$ cat src/rtl/dec_md_seq.sv
// rtl/dec_md_seq.sv - MIPS32-subset decode stage with registered control bundle
// and a fixed-latency multiply/divide sequencer that drives HI/LO interlocks.
module dec_md_seq #(
  parameter int MUL_CYCLES = 2,
  parameter int DIV_CYCLES = 34,
  parameter int CNT_W      = 6
) (
  input  logic       clk,
  input  logic       resetn,
  input  logic       inst_valid,
  input  logic [5:0] op,
  input  logic [4:0] rs,
  input  logic [4:0] rt,
  input  logic [4:0] rd,
  input  logic [5:0] funct,
  input  logic       stall_in,
  input  logic       flush,
  output logic       out_valid,
  output logic       regwrite,
  output logic       regdst,
  output logic       alusrc,
  output logic       branch,
  output logic       bal,
  output logic       jal,
  output logic       jr,
  output logic       jump,
  output logic       memWrite,
  output logic       memToReg,
  output logic       hiloToReg,
  output logic       hilosrc,
  output logic       regToHilo_hi,
  output logic       regToHilo_lo,
  output logic       isSign,
  output logic       ri_excp,
  output logic       stall_out,
  output logic       md_start,
  output logic       md_is_div,
  output logic       md_sign,
  output logic       md_busy,
  output logic       hilo_we
);

  typedef enum logic [1:0] {IDLE, MUL, DIV} state_t;

  typedef struct packed {
    logic regwrite;
    logic regdst;
    logic alusrc;
    logic branch;
    logic bal;
    logic jal;
    logic jr;
    logic jump;
    logic mem_write;
    logic mem_to_reg;
    logic hilo_to_reg;
    logic hilosrc;
    logic reg_to_hilo_hi;
    logic reg_to_hilo_lo;
    logic is_sign;
    logic ri_excp;
  } ctrl_t;

  localparam logic [CNT_W-1:0] MUL_LOAD = CNT_W'(MUL_CYCLES - 1);
  localparam logic [CNT_W-1:0] DIV_LOAD = CNT_W'(DIV_CYCLES - 1);

  ctrl_t            dec;
  ctrl_t            ctrl_q;
  logic             dec_mul;
  logic             dec_div;
  logic             dec_sign;
  logic             dec_hilo;
  logic             accept;
  state_t           state;
  state_t           state_n;
  logic [CNT_W-1:0] cnt;
  logic [CNT_W-1:0] cnt_n;
  logic             md_is_div_q;
  logic             md_sign_q;
  logic             unused_fields;

  // Register addresses are routed by the datapath; decode only needs opcodes.
  assign unused_fields = ^{rs, rd};

  always_comb begin
    dec      = '0;
    dec_mul  = 1'b0;
    dec_div  = 1'b0;
    dec_sign = 1'b0;
    dec_hilo = 1'b0;
    case (op)
      6'b000000: begin
        case (funct)
          6'b100000, 6'b100001, 6'b100010, 6'b100011,
          6'b100100, 6'b100101, 6'b100110, 6'b100111,
          6'b101010, 6'b101011,
          6'b000000, 6'b000010, 6'b000011,
          6'b000100, 6'b000110, 6'b000111: begin
            dec.regwrite = 1'b1;
            dec.regdst   = 1'b1;
          end
          6'b001000: dec.jr = 1'b1;
          6'b001001: begin
            dec.jr       = 1'b1;
            dec.regwrite = 1'b1;
            dec.regdst   = 1'b1;
          end
          6'b010000, 6'b010010: begin
            dec.regwrite    = 1'b1;
            dec.regdst      = 1'b1;
            dec.hilo_to_reg = 1'b1;
            dec.hilosrc     = ~funct[1];
            dec_hilo        = 1'b1;
          end
          6'b010001: begin
            dec.reg_to_hilo_hi = 1'b1;
            dec_hilo           = 1'b1;
          end
          6'b010011: begin
            dec.reg_to_hilo_lo = 1'b1;
            dec_hilo           = 1'b1;
          end
          6'b011000, 6'b011001, 6'b011010, 6'b011011: begin
            dec_div  = funct[1];
            dec_mul  = ~funct[1];
            dec_sign = ~funct[0];
            dec_hilo = 1'b1;
          end
          default: dec.ri_excp = 1'b1;
        endcase
      end
      6'b000001: begin
        case (rt)
          5'b00000, 5'b00001: dec.branch = 1'b1;
          5'b10000, 5'b10001: begin
            dec.branch   = 1'b1;
            dec.bal      = 1'b1;
            dec.regwrite = 1'b1;
          end
          default: dec.ri_excp = 1'b1;
        endcase
      end
      6'b000010: dec.jump = 1'b1;
      6'b000011: begin
        dec.jump     = 1'b1;
        dec.jal      = 1'b1;
        dec.regwrite = 1'b1;
      end
      6'b000100, 6'b000101, 6'b000110, 6'b000111: dec.branch = 1'b1;
      6'b001000, 6'b001001, 6'b001010, 6'b001011: begin
        dec.regwrite = 1'b1;
        dec.alusrc   = 1'b1;
        dec.is_sign  = 1'b1;
      end
      6'b001100, 6'b001101, 6'b001110, 6'b001111: begin
        dec.regwrite = 1'b1;
        dec.alusrc   = 1'b1;
      end
      6'b100000, 6'b100001, 6'b100011, 6'b100100, 6'b100101: begin
        dec.regwrite   = 1'b1;
        dec.alusrc     = 1'b1;
        dec.mem_to_reg = 1'b1;
        dec.is_sign    = 1'b1;
      end
      6'b101000, 6'b101001, 6'b101011: begin
        dec.mem_write = 1'b1;
        dec.alusrc    = 1'b1;
        dec.is_sign   = 1'b1;
      end
      default: dec.ri_excp = 1'b1;
    endcase
  end

  // HI/LO users wait until the cycle after hilo_we, when the FSM is back in IDLE.
  assign md_busy   = (state != IDLE);
  assign stall_out = stall_in | (inst_valid & dec_hilo & md_busy);
  assign accept    = resetn & inst_valid & ~flush & ~stall_out;

  always_ff @(posedge clk or negedge resetn) begin
    if (!resetn) begin
      out_valid <= 1'b0;
      ctrl_q    <= '0;
    end else if (!stall_in) begin
      out_valid <= accept;
      ctrl_q    <= accept ? dec : '0;
    end
  end

  always_ff @(posedge clk or negedge resetn) begin
    if (!resetn) begin
      state       <= IDLE;
      cnt         <= '0;
      md_is_div_q <= 1'b0;
      md_sign_q   <= 1'b0;
    end else begin
      state <= state_n;
      cnt   <= cnt_n;
      if (md_start) begin
        md_is_div_q <= dec_div;
        md_sign_q   <= dec_sign;
      end
    end
  end

  always_comb begin
    state_n  = state;
    cnt_n    = cnt;
    md_start = 1'b0;
    hilo_we  = 1'b0;
    case (state)
      IDLE: begin
        if (accept && (dec_mul || dec_div)) begin
          md_start = 1'b1;
          state_n  = dec_div ? DIV : MUL;
          cnt_n    = dec_div ? DIV_LOAD : MUL_LOAD;
        end
      end
      MUL, DIV: begin
        if (cnt == '0) begin
          hilo_we = 1'b1;
          state_n = IDLE;
        end else begin
          cnt_n = cnt - 1'b1;
        end
      end
      default: state_n = IDLE;
    endcase
  end

  // Type/sign are valid in the md_start cycle and held until the next launch.
  assign md_is_div = md_start ? dec_div  : md_is_div_q;
  assign md_sign   = md_start ? dec_sign : md_sign_q;

  assign regwrite     = ctrl_q.regwrite;
  assign regdst       = ctrl_q.regdst;
  assign alusrc       = ctrl_q.alusrc;
  assign branch       = ctrl_q.branch;
  assign bal          = ctrl_q.bal;
  assign jal          = ctrl_q.jal;
  assign jr           = ctrl_q.jr;
  assign jump         = ctrl_q.jump;
  assign memWrite     = ctrl_q.mem_write;
  assign memToReg     = ctrl_q.mem_to_reg;
  assign hiloToReg    = ctrl_q.hilo_to_reg;
  assign hilosrc      = ctrl_q.hilosrc;
  assign regToHilo_hi = ctrl_q.reg_to_hilo_hi;
  assign regToHilo_lo = ctrl_q.reg_to_hilo_lo;
  assign isSign       = ctrl_q.is_sign;
  assign ri_excp      = ctrl_q.ri_excp;

endmodule

$ cat config.mk
export PLATFORM = sky130hd
export DESIGN_NAME = dec_md_seq
export DESIGN_NICKNAME = d
export VERILOG_FILES = /design/src/rtl/dec_md_seq.sv
export SDC_FILE = /design/constraint.sdc
export NUM_CORES = 1
export LEC_CHECK = 0
export ABC_AREA = 0
export CORE_MARGIN = 1
export CORE_UTILIZATION = 40
export CTS_CLUSTER_DIAMETER = 60
export DETAILED_ROUTE_END_ITERATION = 10
export PLACE_DENSITY = 0.69
export SLEW_MARGIN = 20
export SYNTH_ARGS = -nofsm -noshare
export SYNTH_HDL_FRONTEND = slang
export SYNTH_SLANG_ARGS = --single-unit
$ cat constraint.sdc
create_clock -name clk -period 5.7 [get_ports clk]
set_clock_uncertainty 0.15 [all_clocks]
set_input_delay 0.855 -clock clk [delete_from_list [all_inputs] [get_ports clk]]
set_output_delay 0.855 -clock clk [all_outputs]
set_load 0.005 [all_outputs]
==> flow_summary.ini, run 1 <==
[setup_path]
rr_startpoint = state[0]
reg2reg_depth = 6
critPathLaunch = op[3]
cp_num_cells = 6
worstSetupEndpointType = primary output
cp-start-kind = input pin
critPathSlowestCell = or4_4
path_common_cell = clkdlybuf4s50_1
max_stage_delay_ns = 0.62
crit_type = input pin to primary output
crit_fanout = 8
cp_cell_sequence = clkdlybuf4s50_1 > or4_4 > nor3_4 > nor3b_4 > mux2i_1 > clkdlybuf4s50_1
cp_data_arrival_time_ns = 3.58
required_ns = 4.70
critical-path-top-delay-family = simple AND/OR/NAND/NOR gates
cp_num_buf_inv = 2

[synth]
ys_types = 46
syn-num-nets = 218
syn_area_per_cell_um2 = 8.758
syn_inst = 183
synth_warnings = 0
syn_area_um2 = 1603
ys_seq_area_share_pct = 42.15
ys_seq_elements = 27
synthArstFlopShare_pct = 100.0
synthFlopType = dfrtp_1
synth_edf_count = 0

[cts]
htree_levels = 1
ctsResizeCount = 0
clk_latency_ns = 0.26
cts_buffer_depth = 2
cts_hold_buf = 0
cts-root-buf = clkbuf_8
postCtsSetupBuffers = 0
cts_tree = yes
clkSinkCount = 27
cts_made_buffers = 3
cts.reportedPaths.clkPinSlew_ns = 0.09

[detailed_routing]
drt_iter0_drc = 83
via_count = 1531
routed_via_density = 5.670
drc = 0
drt-total-wl_um = 3828
ant_nets = 0
detail_route.wl_per_cell_um = 14.18
drtPass1Iterations = 4

[place]
gp_congestion = 0.8160
dp_hpwl_um = 2886
port-buffer-count = 43
place_ws_ns = 1.113

[grt]
grt_pass1_wl_um = 6506
grt.busiest_layer = met2
grt_overflow = 0
grt_pass1_vias = 1357
antenna_found_initial = 0
grt_use_met2_pct = 30.80
global_route.usage.met3_pct = 2.604
globalRouteTotalUtil_pct = 19.84
gr-usage-met1_pct = 28.73
grt_max_degree = 29

[timing]
min_period_ns = 4.584
worst_pin_slew_ns = 0.9709
min_period_over_period_pct = 80.42
setup_slack_ns = 1.116
slew_headroom_pct = 34.42
rsz0062_at_grt = no
fmax_mhz = 218.1
setup-tns-final_ns = 0
final-max-slew-violation-count = 0
setup_viol = 0
hold_viol_final = 0

[final_layout]
num_antenna_cells = 0
finish.utilization_pct = 56.45
reg_top3 = cnt: 6 flops, state: 2 flops
largest-register = cnt
fillers = 341
multi_input_area_um2 = 834.6
drive_gt1_share_pct = 6.757
areaGrowthSynthToFinish_pct = 31.85
final_nets = 258
seqCellArea_um2 = 675.6
largest_reg_flops = 6

[floorplan]
start_util_pct = 42.81
coreArea_um2 = 3744
rows = 22
die_h_um = 65.30
io_pins = 55
die_w_um = 65.30
die_area_um2 = 4264

[hold_path]
min_path_type = flip-flop to flip-flop
hp-start = regToHilo_lo
min_path_cells = 2

[job]
maxCapViolCount = 0

[pwr]
swShare_pct = 24.86
p_sw_uw = 90.56
power.leakage_nw = 0.9122
pwr-share-clk_pct = 29.0
p_per_area_nw_per_um2 = 172.4
seqPwrFrac_pct = 54.4
internal_power_uw = 273.7
combPwrFrac_pct = 16.5
irDropWorstVdd_uv = 75.58

[run_status]
status = finished clean
[worst paths after layout]
kind                                endpoint  slack [ns]
worst max-delay path                 md_sign        1.12
worst min-delay path            regToHilo_lo        0.34
worst max register to register        cnt[0]        3.55
worst min register to register  regToHilo_lo        0.34
max in group asynchronous               jump        4.32
min in group asynchronous          md_sign_q        0.81
[worst register-to-register path, stage by stage (launching register included)]
cell	delay, ns
dfrtp_1	0.38
inv_1	0.05
ha_1	0.23
inv_1	0.12
a41oi_1	0.76
o21ai_0	0.26
o41ai_2	0.10
[layout make-up]
type | count | area share, %
Multi-Input combinational cell | 132 | 39.49
Timing Repair Buffer | 45 | 21.08
Sequential cell | 27 | 31.97
Tap cell | 48 | 2.842
Clock buffer | 4 | 2.131
Inverter | 14 | 2.487
[cell usage after synthesis (2+ instances only)]
cell	n	share of area (%)
a21o_1	2	0.94
a21oi_1	9	2.8
a22o_1	3	1.6
a31o_2	3	1.6
a32o_1	2	1.2
and2_1	4	1.6
buf_2	2	0.62
clkbuf_1	8	1.9
dfrtp_1	27	42
ha_1	3	2.3
inv_1	14	3.3
mux2i_1	2	1.2
nand2_1	25	5.9
nand3_1	4	1.2
nor2_1	14	3.3
nor2b_1	4	1.6
nor3_1	3	0.94
nor4b_1	2	1.1
o2111ai_1	2	1.1
o21ai_0	20	6.2
o31ai_1	4	1.9
or3_1	2	0.78
[stage by stage]
stage / power, mW / std cells / hold WS, ns / area (um^2)
2_1_floorplan: 0.2309 / 183 / 0.3142 / 1603
3_3_place_gp: 0.2596 / 266 / 0.3165 / 2068
3_5_place_dp: 0.2618 / 266 / 0.3199 / 2068
4_1_cts: 0.3696 / 270 / 0.3440 / 2113
5_1_grt: 0.3825 / 270 / 0.3756 / 2113
6_report: 0.3642 / 270 / 0.3393 / 2113
[per-layer routing]
| metal | vias to the layer above | wire (um) | share of wire, % |
|---|---|---|---|
| met5 | - | 0 | 0 |
| met4 | 0 | 37 | 0.97 |
| met3 | 4 | 180 | 4.7 |
| met2 | 47 | 1746 | 46 |
| met1 | 745 | 1863 | 49 |
| li1 | 735 | - | - |
[logic make-up (layout without fill, tap and decap cells)]
group           Yosys count  count (layout)  synth area share [%]
buf+inv                  24              63                 5.777
fa+ha+maj                 3               3                 2.342
compound gates           57              57                 23.97
simple gates             69              69                 23.58
mux                       3               3                 2.186
flops                    27              27                 42.15
[power by group through the flow]
stage	combinational, mW	sequential, mW	clock (mW)
2_1_floorplan	0.0293	0.202	0
3_3_place_gp	0.0579	0.202	0
3_5_place_dp	0.0598	0.202	0
4_1_cts	0.0602	0.198	0.111
5_1_grt	0.0665	0.199	0.117
6_report	0.0602	0.198	0.106
[layout by cell type, fill, tap and decap left out, types with 2 or more instances in the layout]
cell type / netlist / layout
a21o_1: 2 / 2
a21oi_1: 9 / 9
a22o_1: 3 / 3
a31o_2: 3 / 3
a32o_1: 2 / 2
and2_1: 4 / 4
buf_4: 0 / 2
clkbuf_8: 0 / 3
clkdlybuf4s50_1: 0 / 43
dfrtp_1: 27 / 27
ha_1: 3 / 3
inv_1: 14 / 14
mux2i_1: 2 / 2
nand2_1: 25 / 25
nand3_1: 4 / 4
nor2_1: 14 / 14
nor2b_1: 4 / 4
nor3_1: 3 / 3
nor4b_1: 2 / 2
o2111ai_1: 2 / 2
o21ai_0: 20 / 20
o31ai_1: 4 / 4
or3_1: 2 / 2
Power figures use the tool's default switching activity.
==> inputs of run 2 (changes only) <==
==> constraint.sdc (replaced) <==
create_clock -name clk -period 4.31 [get_ports clk]
set_clock_uncertainty 0.15 [all_clocks]
set_input_delay 0.6465 -clock clk [delete_from_list [all_inputs] [get_ports clk]]
set_output_delay 0.6465 -clock clk [all_outputs]
set_load 0.005 [all_outputs]
==> run 2 against run 1 <==
Register-to-register slack got worse by 1.4 ns. Design area is 1.1% higher. Die area is the same. Utilization grew 0.64 points. Power up 33%. Worst setup slack worse by 0.77 ns. Non-clock buffer count increased by 3. Routed wire length rose by 0.21%. Combinational power rose by 34%. Count of clock-buffer cells in the layout is 1 lower. Worst hold slack worse by 0.0015 ns. Final cell count is 1.1% higher.
==> flow_summary.ini, run 2 (synthesis results as in run 1) <==
[final_layout]
drive_gt1_share_pct = 8.444
fillers = 357
fin_area_um2 = 2137
finish.utilization_pct = 57.09
areaGrowthSynthToFinish_pct = 33.33
largest-register = cnt
final_cells = 273
layout_commonest_cell = clkdlybuf4s50_1
reg_top3 = cnt: 6 flops, state: 2 flops
mostFrequentLayoutCells = 43 x clkdlybuf4s50_1, 27 x dfrtp_1, 25 x nand2_1
largest_reg_flops = 6
num_antenna_cells = 0
final_nets = 261

[grt]
grt_use_met2_pct = 31.19
grt_pass1_vias = 1400
gr-usage-met1_pct = 29.91
global_route.usage.met3_pct = 2.257
grt_overflow = 0
grt_max_degree = 28
antenna_found_initial = 0
grt.busiest_layer = met2
globalRouteTotalUtil_pct = 19.94
grt_pass1_wl_um = 6582

[timing]
min_period_ns = 3.962
setup-tns-final_ns = 0
rsz0062_at_grt = no
slew_headroom_pct = 36.54
whs_ns = 0.3378
final-max-slew-violation-count = 0
min_period_over_period_pct = 91.92
setup_viol = 0
setup_slack_ns = 0.3481
fmax_mhz = 252.4
worst_pin_slew_ns = 0.9395
hold_viol_final = 0

[cts]
cts_tree = yes
cts_hold_buf = 0
cts.reportedPaths.clkPinSlew_ns = 0.09
postCtsSetupBuffers = 0
ctsResizeCount = 0
cts_buffer_depth = 2
cts-root-buf = clkbuf_8
htree_levels = 1
clkSinkCount = 27
cts_made_buffers = 3
clk_latency_ns = 0.27

[pwr]
pwr-share-clk_pct = 29.2
p_sw_uw = 123.1
combPwrFrac_pct = 16.7
swShare_pct = 25.40
irDropWorstVdd_uv = 125.2
seqPwrFrac_pct = 54.1
power.leakage_nw = 0.9305
total_power_uw = 484.6
p_per_area_nw_per_um2 = 226.8
internal_power_uw = 361.5

[detailed_routing]
ant_nets = 0
drt_iter0_drc = 80
routed_via_density = 5.524
drc = 0
drtPass1Iterations = 4
via_count = 1508
detail_route.wl_per_cell_um = 14.05
drt-total-wl_um = 3836

[place]
post_dp_cell_area_um2 = 2091
dp_hpwl_um = 2962
place_inst = 269
place_ws_ns = 0.3448
gp_congestion = 0.8827
port-buffer-count = 43

[floorplan]
rows = 22
die_area_um2 = 4264
io_pins = 55
start_util_pct = 42.81
die_h_um = 65.30
coreArea_um2 = 3744
die_w_um = 65.30

[setup_path]
critical-path-top-delay-family = simple AND/OR/NAND/NOR gates
cp_num_cells = 6
critPathSlowestCell = or4_4
required_ns = 3.51
cp-start-kind = input pin
timing.rr.end = cnt[0]
cp_data_arrival_time_ns = 3.17
worstSetupEndpointType = primary output
cp_cell_sequence = clkdlybuf4s50_1 > or4_4 > nor3_4 > nor3b_4 > mux2i_1 > clkdlybuf4s50_1
crit_type = input pin to primary output
r2r_slack_ns = 2.18
rr_startpoint = state[1]
max_stage_delay_ns = 0.61
path_common_cell = clkdlybuf4s50_1
crit_fanout = 8
reg2reg_depth = 6
cp_num_buf_inv = 2

[hold_path]
min_path_type = flip-flop to flip-flop
min_path_cells = 2
hold_end = out_valid
hp-start = out_valid

[job]
maxCapViolCount = 0

[run_status]
status = finished clean
==> run 2: worst max-delay path by stage <==
stage | end | startpoint | slack [ns]
CTS | md_sign | op[3] | 0.34
finish | md_sign | op[3] | 0.35
global placement | md_sign | op[3] | 0.38
floorplan | md_is_div | op[5] | 1.29
detailed placement | md_sign | op[3] | 0.34
global route | md_sign | op[3] | 0.25
==> run 2: power groups by stage <==
| stage | clock (mW) | sequential, mW | combinational [mW] |
|---|---|---|---|
| 3_5_place_dp | 0 | 0.267 | 0.0807 |
| 2_1_floorplan | 0 | 0.267 | 0.0388 |
| 4_1_cts | 0.145 | 0.262 | 0.0811 |
| 5_1_grt | 0.157 | 0.263 | 0.0901 |
| 6_report | 0.142 | 0.262 | 0.0809 |
| 3_3_place_gp | 0 | 0.267 | 0.0785 |
==> run 2: layer usage <==
layer	part of all wire, %	up-vias
li1	-	741
met1	48	710
met2	46	53
met3	5.3	4
met4	0.55	0
met5	0	-
==> run 2: layout make-up <==
class / instances / area (um^2) / share of cell area, %
Sequential cell: 27 / 675.6 / 31.62
Clock buffer: 3 / 41.29 / 1.932
Inverter: 14 / 52.55 / 2.459
Tap cell: 48 / 60.06 / 2.810
Multi-Input combinational cell: 132 / 834.6 / 39.05
Clock inverter: 1 / 5.005 / 0.2342
Timing Repair Buffer: 48 / 467.9 / 21.90
==> run 2: tightest hold or removal path: stages (launching register included) <==
cell	delay (ns)
dfrtp_1	0.35
nand2_1	0.05
nand2_1	0.06
